--- src/rtl/dcnt16_if.sv ---
// dcnt16_if -- control/status bundle for the dcnt16 down-counter.
//
// Signals:
//   start   load ld_val and begin counting down
//   ld_val  start value, sampled only on an accepted start
//   en      count-down enable while running
//   stop    abort the run, count holds
//   q       current count (registered)
//   busy    high while running (registered)
//   tc      one-cycle terminal-count pulse (registered)
//   zero    combinational flag, high when q == 0
//
// Modports: master drives the controls, slave is the counter itself.

interface dcnt16_if #(
    parameter int WIDTH = 16
) ();
    logic             start;
    logic [WIDTH-1:0] ld_val;
    logic             en;
    logic             stop;
    logic [WIDTH-1:0] q;
    logic             busy;
    logic             tc;
    logic             zero;

    modport master (
        output start, ld_val, en, stop,
        input  q, busy, tc, zero
    );

    modport slave (
        input  start, ld_val, en, stop,
        output q, busy, tc, zero
    );
endinterface

--- src/rtl/dcnt16.sv ---
// dcnt16 -- loadable down-counter with terminal-count pulse.
//
// Ports:
//   clk  single clock, all state changes on its rising edge
//   rst  asynchronous, active-high reset
//   bus  dcnt16_if.slave (start, ld_val, en, stop in; q, busy, tc, zero out)
//
// Input priority per edge is start > stop > en. A zero-valued start
// produces an immediate terminal pulse and leaves the counter idle.
//
// Optional feature (macro DCNT16_RELOAD_EN): start also captures ld_val
// into a reload register, and reaching the terminal count reloads q and
// stays running (periodic mode). Only stop, reset or a zero-valued start
// leave periodic mode.
//
// state | meaning
// IDLE  | not counting, q holds, busy = 0
// RUN   | counting down on en, busy = 1

module dcnt16 #(
    parameter int WIDTH = 16
) (
    input  logic     clk,
    input  logic     rst,
    dcnt16_if.slave  bus
);
    typedef enum logic {
        IDLE = 1'b0,
        RUN  = 1'b1
    } state_t;

    localparam logic [WIDTH-1:0] ONE = WIDTH'(1);

    state_t           state;
    logic [WIDTH-1:0] q_r;
    logic             busy_r;
    logic             tc_r;

`ifdef DCNT16_RELOAD_EN
    logic [WIDTH-1:0] reload_r;
`endif

    always_ff @(posedge clk or posedge rst) begin
        if (rst) begin
            state  <= IDLE;
            q_r    <= '0;
            busy_r <= 1'b0;
            tc_r   <= 1'b0;
`ifdef DCNT16_RELOAD_EN
            reload_r <= '0;
`endif
        end else if (bus.start) begin
`ifdef DCNT16_RELOAD_EN
            reload_r <= bus.ld_val;
`endif
            if (bus.ld_val != '0) begin
                q_r    <= bus.ld_val;
                state  <= RUN;
                busy_r <= 1'b1;
                tc_r   <= 1'b0;
            end else begin
                // Zero load is already at terminal count: pulse now, stay idle.
                q_r    <= '0;
                state  <= IDLE;
                busy_r <= 1'b0;
                tc_r   <= 1'b1;
            end
        end else if (bus.stop && state == RUN) begin
            state  <= IDLE;
            busy_r <= 1'b0;
            tc_r   <= 1'b0;
        end else if (state == RUN && bus.en) begin
            if (q_r == ONE) begin
                tc_r <= 1'b1;
`ifdef DCNT16_RELOAD_EN
                q_r  <= reload_r;
`else
                q_r    <= '0;
                state  <= IDLE;
                busy_r <= 1'b0;
`endif
            end else begin
                tc_r <= 1'b0;
                // q == 0 cannot occur while running; guard keeps it from wrapping.
                if (q_r != '0) begin
                    q_r <= q_r - ONE;
                end
            end
        end else begin
            tc_r <= 1'b0;
        end
    end

    assign bus.q    = q_r;
    assign bus.busy = busy_r;
    assign bus.tc   = tc_r;
    assign bus.zero = (q_r == '0);

endmodule

--- src/flat_wrapper.sv ---
// flat-port wrapper written by rule: the top's interface ports become plain ports
module dcnt16_flat 
#(
    parameter int WIDTH = 16
)
  (clk, rst, bus_start, bus_ld_val, bus_en, bus_stop, bus_q, bus_busy, bus_tc, bus_zero);
  dcnt16_if #(.WIDTH(WIDTH)) bus_i ();
  input  logic clk;
  input  logic rst;
  input wire logic [$bits(bus_i.start)-1:0] bus_start;
  input wire logic [$bits(bus_i.ld_val)-1:0] bus_ld_val;
  input wire logic [$bits(bus_i.en)-1:0] bus_en;
  input wire logic [$bits(bus_i.stop)-1:0] bus_stop;
  output wire logic [$bits(bus_i.q)-1:0] bus_q;
  output wire logic [$bits(bus_i.busy)-1:0] bus_busy;
  output wire logic [$bits(bus_i.tc)-1:0] bus_tc;
  output wire logic [$bits(bus_i.zero)-1:0] bus_zero;
  assign bus_i.start = bus_start;
  assign bus_i.ld_val = bus_ld_val;
  assign bus_i.en = bus_en;
  assign bus_i.stop = bus_stop;
  assign bus_q = bus_i.q;
  assign bus_busy = bus_i.busy;
  assign bus_tc = bus_i.tc;
  assign bus_zero = bus_i.zero;
  dcnt16 #(.WIDTH(WIDTH)) u_core (.clk(clk), .rst(rst), .bus(bus_i));
endmodule
--- config.mk ---
export PLATFORM = sky130hd
export DESIGN_NAME = dcnt16_flat
export DESIGN_NICKNAME = d
export VERILOG_FILES = /design/src/rtl/dcnt16_if.sv /design/src/rtl/dcnt16.sv /design/src/flat_wrapper.sv
export SDC_FILE = /design/constraint.sdc
export NUM_CORES = 1
export LEC_CHECK = 0
export BUFFER_PORTS_ARGS = -buffer_cell sky130_fd_sc_hd__buf_2
export CORE_MARGIN = 2
export CORE_UTILIZATION = 48
export CTS_BUF_LIST = sky130_fd_sc_hd__clkbuf_4 sky130_fd_sc_hd__clkbuf_8
export DETAILED_ROUTE_END_ITERATION = 7
export HOLD_SLACK_MARGIN = 0.1
export PLACE_DENSITY = 0.77
export SLEW_MARGIN = 20
export SYNTH_ARGS = -nofsm -noshare
export SYNTH_HDL_FRONTEND = slang
export SYNTH_SLANG_ARGS = --single-unit
--- constraint.sdc ---
create_clock -name clk -period 1.9 [get_ports clk]
set_clock_uncertainty 0.15 [all_clocks]
set_input_delay 0.19 -clock clk [delete_from_list [all_inputs] [get_ports clk]]
set_output_delay 0.19 -clock clk [all_outputs]
set_load 0.03 [all_outputs]
==> results of run 1 <==
-- area by class of cell --
| class | instances | area [sq um] | share of cell area |
|---|---|---|---|
| repair buffers | 85 | 594 | 0.275 |
| inverters | 10 | 37.5 | 0.0173 |
| multi-input cells | 117 | 997 | 0.461 |
| well taps | 31 | 38.8 | 0.0179 |
| clock buffers | 4 | 36.3 | 0.0168 |
| flip-flops and latches | 18 | 460 | 0.213 |
-- how the worst max path moves through the flow --
stage | startpoint | end | slack, ns | cells past startpoint
after global placement | u_core.bus.q[7] | u_core.bus.q[12] | 0.008 | 5
after detailed placement | u_core.bus.q[7] | u_core.bus.q[8] | -0.03 | 4
after global routing | u_core.bus.q[2] | bus_zero | -0.20 | 5
after CTS | u_core.bus.q[4] | bus_zero | -0.05 | 5
after floorplan | u_core.bus.q[5] | u_core.bus.q[9] | -0.03 | 4
final | u_core.bus.q[9] | bus_zero | -0.15 | 5
-- registers in the layout, indices dropped and copies added, names as in the netlist --
name           count
u_core.state       1
u_core.bus.tc      1
u_core.bus.q      16
-- what timing repair did --
item / CTS / global route
gates resized for setup: 11 / 35
pin swaps: 7 / 13
hold buffers: 11 / 2
hold endpoints to repair: 28 / 2
endpoints found under the setup margin: 5 / 19
buffers inserted: 6 / 5
-- kinds of logic after synthesis --
kind of cell | Yosys count | synth area share
adders and majority gates | 3 | 0.0284
and+or+nand+nor | 56 | 0.239
DFF | 18 | 0.341
buffers and inverters | 17 | 0.0578
AOI/OAI and AO/OA | 58 | 0.334
-- where the power goes --
part           internal (mW)  switching (mW)  total, mW
registers              0.451          0.0993      0.551
logic                  0.364           0.507      0.871
clock network          0.117           0.140      0.257
total                  0.932           0.746       1.68
-- cells in the mapped netlist (2+ instances only) --
master,instances,area (sq um)
sky130_fd_sc_hd__a21oi_1,5,25.0
sky130_fd_sc_hd__a22oi_1,4,30.0
sky130_fd_sc_hd__a31oi_1,4,25.0
sky130_fd_sc_hd__a32oi_1,5,43.8
sky130_fd_sc_hd__and2_1,2,12.5
sky130_fd_sc_hd__and3_1,2,12.5
sky130_fd_sc_hd__clkbuf_1,4,15.0
sky130_fd_sc_hd__dfrtp_1,18,450
sky130_fd_sc_hd__ha_1,3,37.5
sky130_fd_sc_hd__inv_1,10,37.5
sky130_fd_sc_hd__nand2_1,8,30.0
sky130_fd_sc_hd__nand3_1,3,15.0
sky130_fd_sc_hd__nand4_1,2,12.5
sky130_fd_sc_hd__nor2_1,16,60.1
sky130_fd_sc_hd__nor3_1,3,15.0
sky130_fd_sc_hd__nor3_2,2,20.0
sky130_fd_sc_hd__nor4_1,7,43.8
sky130_fd_sc_hd__nor4b_1,2,17.5
sky130_fd_sc_hd__o21ai_0,14,70.1
sky130_fd_sc_hd__o21ai_2,2,17.5
sky130_fd_sc_hd__o2bb2ai_1,10,87.6
sky130_fd_sc_hd__or2_2,2,12.5
-- worst max-delay path, cell delays in order (launching register included) --
cell,delay [ns]
sky130_fd_sc_hd__dfrtp_2,0.46
sky130_fd_sc_hd__nor3_4,0.34
sky130_fd_sc_hd__nand3_2,0.14
sky130_fd_sc_hd__or2_4,0.29
sky130_fd_sc_hd__inv_2,0.06
sky130_fd_sc_hd__buf_6,0.12
-- layer usage --
layer	vias to the layer above	share of wire
li1	757	-
met1	830	0.38
met2	133	0.47
met3	39	0.11
met4	0	0.048
met5	-	0
-- through the flow --
stage / instance area, sq um / worst slack, ns
after floorplan: 1380 / -0.0329
final: 2160 / -0.148
after global routing: 2160 / -0.195
after global placement: 1730 / 0.00823
after detailed placement: 1730 / -0.0299
after CTS: 1960 / -0.0540
==> reports/qor.tcl, run 1 <==
set qor(outcome) {finished with violations}
set qor(violations_in_the_final_reports) {setup timing}
set qor(grt_usage) 0.308
set qor(clk_transition_reported_paths_ns) 0.12
set qor(setup.worst_path.start_class) {register}
set qor(post_synth_instance_area_sq_um) 1320
set qor(end_kind) {primary output}
set qor(synth_warnings) 0
set qor(globalRouteMet2Util) 0.488
set qor(placeableCoreArea_sq_um) 2690
set qor(h-tree-depth) 1
set qor(worstRegToRegCells) 6
set qor(synth_cell_types) 46
set qor(pin_count) 40
set qor(finalHoldWorstSlack_ns) 0.0980
set qor(destination_of_the_worst_hold_path) {u_core.state}
set qor(drt-initial-drc-count) 153
set qor(hp-start) {bus_stop}
set qor(fill_cells) 173
set qor(report.final.setup_viol) 17
set qor(chipWidth_um) 56.5
set qor(grt_pass1_vias) 1642
set qor(asyncSetResetFlopFracSynth) 1.00
set qor(holdCritPathClass) {in2reg}
set qor(worst_path_required_time_ns) 1.56
set qor(inserted_clock_buffers) 3
set qor(maxSlewViolCount) 0
set qor(whs_path_depth) 3
set qor(globalRouteMet1Util) 0.414
set qor(drt_wl_total_mm) 5.44
set qor(timing.setup.critical_path_class) {reg2out}
set qor(leakage_nw) 0.910
set qor(period_minus_slack_ns) 2.05
set qor(hold_viol_final) 0
set qor(area_delta_synth_final_pct) 63.8
set qor(numClockSinks) 18
set qor(hpwlAfterDp_mm) 3.31
set qor(commonest_non_fill_non_tap_cell_in_the_layout) {sky130_fd_sc_hd__buf_2}
set qor(transition_at_the_pin_with_the_smallest_max_transition_slack_ns) 0.724
set qor(peakVddDrop_mv) 0.696
set qor(finalNetCount) 259
set qor(most_frequent_cells_in_the_layout) {sky130_fd_sc_hd__buf_2, sky130_fd_sc_hd__buf_4, sky130_fd_sc_hd__nor2_1}
set qor(synthesis.area_per_instance_sq_um) 8.69
set qor(fin_crit_sh) 1.08
set qor(grt_setup_unrepaired) {true}
set qor(drt_pre_antenna_iters) 5
set qor(met3_usage) 0.0369
set qor(grt_pass1_wl_mm) 7.70
set qor(total_negative_slack_for_setup_checks_ns) -1.01
set qor(number_of_flops_mapped_to_enable_cells_by_yosys) 0
set qor(top_usage_layer) {met2}
set qor(clock-root-buffer) {sky130_fd_sc_hd__clkbuf_4}
set qor(fmaxAchievable_mhz) 488
set qor(die_area_sq_um) 3190
set qor(rr_endpoint) {u_core.bus.q[11]}
set qor(synth_cells) 152
set qor(place_inst) 237
set qor(drv.max_cap_violation_count) 0
set qor(grt_remaining_overflow) 0
set qor(cp.arrival_ns) 1.71
set qor(vias_per_cell) 6.64
set qor(overall_via_count_from_detail_route) 1759
set qor(grt_max_degree) 19
set qor(synth_flop_cell) {sky130_fd_sc_hd__dfrtp_1}
set qor(timing.slew.headroom) 0.516
set qor(critPathMaxFanout) 5
set qor(power_per_cell_area_nw_per_um2) 775
set qor(final-instance-count-excl-fill) 265
set qor(reg2reg_setup_slack_ns) -0.12
set qor(grt_antenna_before_repair) 0
set qor(clock_latency_reported_for_the_late_side_of_the_worst_skew_pair_ns) 0.31
set qor(power_mw) 1.68
set qor(wl_per_cell_um) 20.5
set qor(finalWorstSetupSlack_ns) -0.148
set qor(fin_util) 0.806
set qor(tritoncts_clock_tree) {done}
set qor(gp_congestion) 0.900
set qor(placement_rows) 19
set qor(synth_seq_cells) 18
set qor(antenna_cells) 0
set qor(proportion_of_layout_cells_with_a_drive_suffix_above_1) 0.547
set qor(port_buffers) 39
set qor(clock_path_buffers) 2
set qor(number_of_remaining_drc_errors) 0
set qor(antenna_violating_nets_remaining) 0
set qor(worst_r2r_src) {u_core.bus.q[7]}
set qor(die-height_um) 56.5
set qor(seq_area_frac_synth) 0.341
set qor(initial_core_util) 0.492
set qor(syn-num-nets) 176
Power figures use the tool's default switching activity.
==> run 2: changes to the inputs <==
ABC_AREA = 1   (was default)
CORE_UTILIZATION = 47   (was 48)
CTS_BUF_LIST = default   (was sky130_fd_sc_hd__clkbuf_4 sky130_fd_sc_hd__clkbuf_8)
PLACE_DENSITY = 0.74   (was 0.77)
==> run 2 against run 1 <==
Net effect: the flow now finishes without violations; area after synthesis up 13%; global-route usage decreased by 5.5 points; sequential share of layout area grew 0.88 points; critical path type unchanged; die area grew 14%; critical endpoint unchanged; power shrank 9.6%.
==> reports/qor.tcl, run 2 <==
set qor(wl_per_cell_um) 12.2
set qor(tritoncts_clock_tree) {done}
set qor(synthMostInstantiatedCell) {sky130_fd_sc_hd__nand2_1}
set qor(timing.slew.headroom) 0.694
set qor(report.final.setup_viol) 0
set qor(asyncSetResetFlopFracSynth) 1.00
set qor(end_kind) {primary output}
set qor(most_frequent_cells_in_the_layout) {sky130_fd_sc_hd__nand2_1, sky130_fd_sc_hd__buf_2, sky130_fd_sc_hd__inv_1}
set qor(clock_path_buffers) 2
set qor(synthesis.area_per_instance_sq_um) 6.42
set qor(synthTopCellsByCount) {sky130_fd_sc_hd__nand2_1, sky130_fd_sc_hd__inv_1, sky130_fd_sc_hd__nor2_1, sky130_fd_sc_hd__nand3_1, sky130_fd_sc_hd__dfrtp_1}
set qor(largest_incremental_delay_on_the_critical_path_ns) 0.42
set qor(power_mw) 1.52
set qor(critPathMaxFanout) 3
set qor(chipWidth_um) 60.3
set qor(hp-start) {bus_ld_val[7]}
set qor(setup.worst_path.start_class) {register}
set qor(grt_pass1_vias) 1495
set qor(synth_cells) 232
set qor(yosys.area.top_type_share) 0.303
set qor(reg2reg_setup_slack_ns) 0.13
set qor(grt_antenna_before_repair) 0
set qor(outcome) {finished, final reports clean}
set qor(fin_crit_sh) 0.953
set qor(grt_usage) 0.253
set qor(proportion_of_layout_cells_with_a_drive_suffix_above_1) 0.269
set qor(critical_path.startpoint) {u_core.bus.q[5]}
set qor(worst-path-buf-inv) 2
set qor(commonest_non_fill_non_tap_cell_in_the_layout) {sky130_fd_sc_hd__nand2_1}
set qor(cp.arrival_ns) 1.47
set qor(pwr-share-seq) 0.328
set qor(clock-root-buffer) {sky130_fd_sc_hd__clkbuf_4}
set qor(grt_max_degree) 21
set qor(cp-endpoint) {bus_zero}
set qor(place_inst) 326
set qor(placedInstanceArea_sq_um) 1830
set qor(fmaxAchievable_mhz) 552
set qor(leakage_nw) 1.12
set qor(area_delta_synth_final_pct) 36.6
set qor(grt_remaining_overflow) 0
set qor(power.internal_mw) 0.845
set qor(worstRegToRegCells) 11
set qor(crit_cells) 6
set qor(hpwlAfterDp_mm) 3.03
set qor(final-instance-count-excl-fill) 345
set qor(synth_cell_types) 30
set qor(total_negative_slack_for_setup_checks_ns) 0
set qor(worst_r2r_src) {u_core.bus.q[1]}
set qor(antenna_cells) 0
set qor(hold_viol_final) 0
set qor(grt_pass1_wl_mm) 6.69
set qor(power_per_cell_area_nw_per_um2) 747
set qor(transition_at_the_pin_with_the_smallest_max_transition_slack_ns) 0.460
set qor(maxSlewViolCount) 0
set qor(critical-path-top-cell-by-count) {sky130_fd_sc_hd__nand2_2}
set qor(vias_per_cell) 4.92
set qor(numClockSinks) 18
set qor(clk_transition_reported_paths_ns) 0.10
set qor(final_design_area_no_fill_sq_um) 2030
set qor(period_minus_slack_ns) 1.81
set qor(cp_cell_sequence) {nor2_2, nand2_2, nor2_4, nand2_2, inv_1, buf_4}
set qor(share_of_power_burned_in_combinational_logic) 0.509
set qor(number_of_flops_mapped_to_enable_cells_by_yosys) 0
set qor(placeableCoreArea_sq_um) 3030
set qor(placement_rows) 20
set qor(clock_power_share) 0.163
set qor(peakVddDrop_mv) 0.467
set qor(netSwitchingFraction) 0.443
set qor(syn-num-nets) 256
set qor(timing.setup.critical_path_class) {reg2out}
set qor(gp_congestion) 0.870
set qor(drt_pre_antenna_iters) 4
set qor(number_of_remaining_drc_errors) 0
set qor(die_area_sq_um) 3630
set qor(clock_latency_reported_for_the_late_side_of_the_worst_skew_pair_ns) 0.31
set qor(pin_count) 40
set qor(worst_path_max_delay_cell) {sky130_fd_sc_hd__dfrtp_1}
set qor(drt_wl_total_mm) 4.22
set qor(synth_largest_area_cell) {sky130_fd_sc_hd__dfrtp_1}
set qor(synth_flop_cell) {sky130_fd_sc_hd__dfrtp_1}
set qor(fin_util) 0.671
set qor(synth_seq_cells) 18
set qor(worst_path_required_time_ns) 1.56
set qor(rr_endpoint) {u_core.bus.q[7]}
set qor(antenna_violating_nets_remaining) 0
set qor(die-height_um) 60.3
set qor(largest_register_ff_count) 16
set qor(netSwitchingPower_mw) 0.673
set qor(inserted_clock_buffers) 3
set qor(drv.max_cap_violation_count) 0
set qor(post_synth_main_area_contributors) {sky130_fd_sc_hd__dfrtp_1, sky130_fd_sc_hd__nand2_1, sky130_fd_sc_hd__nand3_1}
set qor(h-tree-depth) 1
set qor(finalNetCount) 326
set qor(overall_via_count_from_detail_route) 1699
set qor(synth_warnings) 0
set qor(critPathTopFamily) {simple AND/OR/NAND/NOR gates}
set qor(initial_core_util) 0.492
set qor(fill_cells) 290
set qor(seq_area_frac_synth) 0.303
set qor(post_synth_instance_area_sq_um) 1490
set qor(port_buffers) 39
set qor(drt-initial-drc-count) 88
set qor(holdCritPathClass) {in2reg}
==> run 2: changes by cell type after synthesis, sizes merged, moves of 3 or more <==
cell,before,now
inv,10,28
nand3,4,23
a32oi,5,0
nor3,5,1
o2bb2ai,10,0
a22oi,4,0
nor4,8,2
nor2,16,31
clkbuf,4,1
a31oi,4,0
o22ai,0,3
o21ai,16,10
nand2,8,96
a21oi,5,2
==> run 2: metal layers <==
metal / up-vias / part of all wire / track usage / wire [um]
met2: 74 / 0.49 / 0.441 / 2080
met5: - / 0 / 0 / 0
met1: 754 / 0.42 / 0.300 / 1770
li1: 859 / - / - / -
met3: 12 / 0.066 / 0.0563 / 279
met4: 0 / 0.022 / 0.0952 / 93
==> run 2: power by group through the flow <==
stage	clock, mW	combinational (mW)	sequential, mW
after detailed placement	0	0.727	0.504
final	0.248	0.772	0.498
after global routing	0.269	0.850	0.506
after CTS	0.259	0.753	0.497
after floorplan	0	0.337	0.656
after global placement	0	0.715	0.504
==> run 2: area by class of cell <==
cell class	count	area (sq um)	share of cell area
Timing Repair Buffer	71	473	0.233
Sequential cell	18	450	0.222
Tap cell	44	55.1	0.0271
Clock buffer	4	36.3	0.0178
Multi-Input combinational cell	180	913	0.449
Inverter	28	105	0.0517
==> run 2: what timing repair did <==
action | 4_1_cts | 5_1_grt
hold buffers | 14 | 0
endpoints found under the hold margin | 32 | 0
pin swaps | 0 | 2
setup endpoints to repair | 1 | 17
resized for setup | 1 | 6
buffers inserted | 0 | 1
==> run 2: cells by family (layout without fill, tap and decap cells) <==
kind of cell	count (synthesis)	in the layout	share of synthesized area
buffers and inverters	34	103	0.0958
flip-flops	18	18	0.303
adder cells (fa/ha/maj)	3	3	0.0252
AO/OA/AOI/OAI	16	16	0.0697
AND/OR/NAND/NOR	157	157	0.483
XOR/XNOR	4	4	0.0235
==> run 2: through the flow <==
step | worst slack [ns] | hold slack (ns)
2_1_floorplan | 0.0893 | -0.0214
3_3_place_gp | 0.101 | 0.0709
3_5_place_dp | 0.0570 | 0.0882
4_1_cts | 0.00458 | 0.112
5_1_grt | -0.00618 | 0.137
6_report | 0.0897 | 0.118
==> run 2: worst min path at each step <==
stage / to / slack (ns) / cells past startpoint
global placement: u_core.bus.q[5] / 0.07 / 3
floorplan: u_core.bus.q[0] / -0.02 / 1
finish: u_core.bus.q[7] / 0.12 / 5
CTS: u_core.bus.q[7] / 0.11 / 5
global route: u_core.bus.q[7] / 0.14 / 5
detailed placement: u_core.bus.q[5] / 0.09 / 3
==> run 2: worst register-to-register path, stage by stage, from the launching register on <==
cell                      delay (ns)
sky130_fd_sc_hd__dfrtp_1        0.42
sky130_fd_sc_hd__inv_1          0.10
sky130_fd_sc_hd__ha_1           0.15
sky130_fd_sc_hd__nand2_1        0.08
sky130_fd_sc_hd__nor2_4         0.17
sky130_fd_sc_hd__nand2_4        0.09
sky130_fd_sc_hd__nand2_8        0.07
sky130_fd_sc_hd__nand2_4        0.05
sky130_fd_sc_hd__nand2_4        0.20
sky130_fd_sc_hd__nand2_1        0.08
sky130_fd_sc_hd__nand2_1        0.06
sky130_fd_sc_hd__nand2_1        0.04
==> run 3: changes to the inputs <==
CORE_UTILIZATION = 25   (was 47)
PLACE_DENSITY = 0.45   (was 0.74)
==> run 3 against run 2 <==
Net effect: first-iteration DRC count is 24% lower; sequential power about the same; clock power increased by 12%; flip-flop and latch count is the same; cell count rose by 7.2%; non-clock buffer count shrank 5; critical path depth up 1; fmax rose by 0.48%; sequential share of layout area rose by 0.30 points; routed wire length increased by 10%; register-to-register slack barely moved; largest cell class unchanged; critical endpoint unchanged; design area down 1.4%.
==> reports/qor.tcl, run 3 (synthesis results as in run 2) <==
set qor(maxSlewViolCount) 0
set qor(clock_power_share) 0.179
set qor(most_frequent_cells_in_the_layout) {sky130_fd_sc_hd__nand2_1, sky130_fd_sc_hd__buf_2, sky130_fd_sc_hd__inv_1}
set qor(holdCritPathClass) {in2reg}
set qor(report.final.setup_viol) 0
set qor(reg2reg_setup_slack_ns) 0.13
set qor(placeableCoreArea_sq_um) 5850
set qor(numClockSinks) 18
set qor(drt-initial-drc-count) 67
set qor(grt_pass1_vias) 1557
set qor(critPathMaxFanout) 5
set qor(netSwitchingFraction) 0.441
set qor(wl_per_cell_um) 12.5
set qor(antenna_cells) 0
set qor(h-tree-depth) 1
set qor(top_usage_layer) {met2}
set qor(fin_crit_sh) 0.948
set qor(finalNetCount) 321
set qor(grt_max_degree) 19
set qor(period_minus_slack_ns) 1.80
set qor(fin_util) 0.343
set qor(grt_remaining_overflow) 0
set qor(area_delta_synth_final_pct) 34.7
set qor(initial_core_util) 0.254
set qor(number_of_remaining_drc_errors) 0
set qor(met3_usage) 0.0278
set qor(port_buffers) 39
set qor(timing.slew.headroom) 0.782
set qor(power_per_cell_area_nw_per_um2) 776
set qor(tritoncts_clock_tree) {done}
set qor(clock-root-buffer) {sky130_fd_sc_hd__clkbuf_8}
set qor(gp_congestion) 0.815
set qor(grt_setup_unrepaired) {false}
set qor(critPathTopFamily) {flip-flops}
set qor(drt_pre_antenna_iters) 4
set qor(antenna_violating_nets_remaining) 0
set qor(transition_at_the_pin_with_the_smallest_max_transition_slack_ns) 0.324
set qor(globalRouteMet1Util) 0.196
set qor(cp.arrival_ns) 1.46
set qor(timing.setup.critical_path_class) {reg2out}
set qor(worst_path_max_delay_cell) {sky130_fd_sc_hd__dfrtp_1}
set qor(drt_wl_total_mm) 4.64
set qor(largest_register_ff_count) 16
set qor(proportion_of_layout_cells_with_a_drive_suffix_above_1) 0.292
set qor(worst-path-buf-inv) 3
set qor(peakVddDrop_mv) 0.325
set qor(clock_latency_reported_for_the_late_side_of_the_worst_skew_pair_ns) 0.26
set qor(largest_incremental_delay_on_the_critical_path_ns) 0.43
set qor(commonest_non_fill_non_tap_cell_in_the_layout) {sky130_fd_sc_hd__nand2_1}
set qor(outcome) {finished, final reports clean}
set qor(clock_path_buffers) 2
set qor(final-instance-count-excl-fill) 370
set qor(pwr-share-seq) 0.320
set qor(globalRouteMet2Util) 0.274
set qor(chipWidth_um) 81.2
set qor(die-height_um) 81.2
set qor(clk_transition_reported_paths_ns) 0.07
set qor(hpwlAfterDp_mm) 3.61
set qor(power_mw) 1.56
set qor(fill_cells) 658
set qor(vias_per_cell) 4.32
set qor(die_area_sq_um) 6590
set qor(overall_via_count_from_detail_route) 1600
set qor(fmaxAchievable_mhz) 555
set qor(grt_usage) 0.155
set qor(place_inst) 361
set qor(grt_pass1_wl_mm) 7.64
set qor(grt_antenna_before_repair) 0
set qor(placement_rows) 28
set qor(worst_path_required_time_ns) 1.56
set qor(hold_viol_final) 0
set qor(inserted_clock_buffers) 3
set qor(netSwitchingPower_mw) 0.685
set qor(setup.worst_path.start_class) {register}
set qor(share_of_power_burned_in_combinational_logic) 0.500
set qor(drv.max_cap_violation_count) 0
set qor(power.internal_mw) 0.870
set qor(pin_count) 40
set qor(cp_cell_sequence) {inv_2, ha_1, nand2_1, nor2_2, nand2_2, inv_1, clkbuf_4}
set qor(leakage_nw) 1.11
set qor(end_kind) {primary output}
[run 3: per-stage QoR]
stage	hold slack, ns	worst slack (ns)	instance area (sq um)	TNS (ns)
floorplan	-0.0214	0.0893	1490	0
global placement	0.0850	-0.00113	1900	-0.00113
detailed placement	0.0840	-0.00934	1900	-0.00934
CTS	0.100	0.00143	1970	0
global route	0.132	0.00356	2010	0
finish	0.102	0.0984	2010	0
[run 3: final timing paths]
| kind | startpoint | end | depth (start not counted) |
|---|---|---|---|
| worst max register to register | u_core.bus.q[1] | u_core.bus.q[7] | 12 |
| max in group asynchronous | rst | u_core.bus.q[8] | 4 |
| min in group asynchronous | rst | u_core.bus.q[3] | 4 |
| worst max-delay path | u_core.bus.q[0] | bus_zero | 7 |
| worst min register to register | u_core.bus.q[1] | u_core.bus.q[1] | 2 |
| worst min-delay path | bus_ld_val[3] | u_core.bus.q[3] | 5 |
[run 3: per-layer routing]
layer	vias to the layer above	part of all wire
met5	-	0
met1	719	0.49
met4	0	0.0073
met3	2	0.029
li1	852	-
met2	27	0.47
[run 3: power groups by stage]
stage	registers (mW)	logic, mW	clock network, mW
2_1_floorplan	0.656	0.337	0
3_3_place_gp	0.506	0.762	0
3_5_place_dp	0.506	0.760	0
4_1_cts	0.499	0.772	0.293
5_1_grt	0.509	0.859	0.311
6_report	0.498	0.778	0.279
[run 3: final cells by class]
cell class,instances,area (sq um),share of cell area
Clock buffer,3,41.3,0.0206
Inverter,28,105,0.0524
Multi-Input combinational cell,180,903,0.450
Sequential cell,18,450,0.225
Tap cell,75,93.8,0.0468
Timing Repair Buffer,66,412,0.205
[run 3: repair_timing]
item | CTS | global route
hold buffers | 3 | 0
buffers inserted | 0 | 3
setup endpoints to repair | 1 | 17
gates resized for setup | 1 | 5
hold endpoints to repair | 20 | 0
pin swaps | 0 | 1
[run 3: worst reg2reg max path, stage by stage (launching register included)]
cell and delay, ns:
sky130_fd_sc_hd__dfrtp_1 0.41, sky130_fd_sc_hd__inv_1 0.11, sky130_fd_sc_hd__ha_1 0.15, sky130_fd_sc_hd__nand2_1 0.08, sky130_fd_sc_hd__nor2_4 0.17, sky130_fd_sc_hd__nand2_4 0.09
sky130_fd_sc_hd__nand2_8 0.10, sky130_fd_sc_hd__nand2_4 0.05, sky130_fd_sc_hd__nand2_2 0.07, sky130_fd_sc_hd__buf_6 0.14, sky130_fd_sc_hd__nand2_1 0.06, sky130_fd_sc_hd__nand2_1 0.05
sky130_fd_sc_hd__nand2_1 0.04
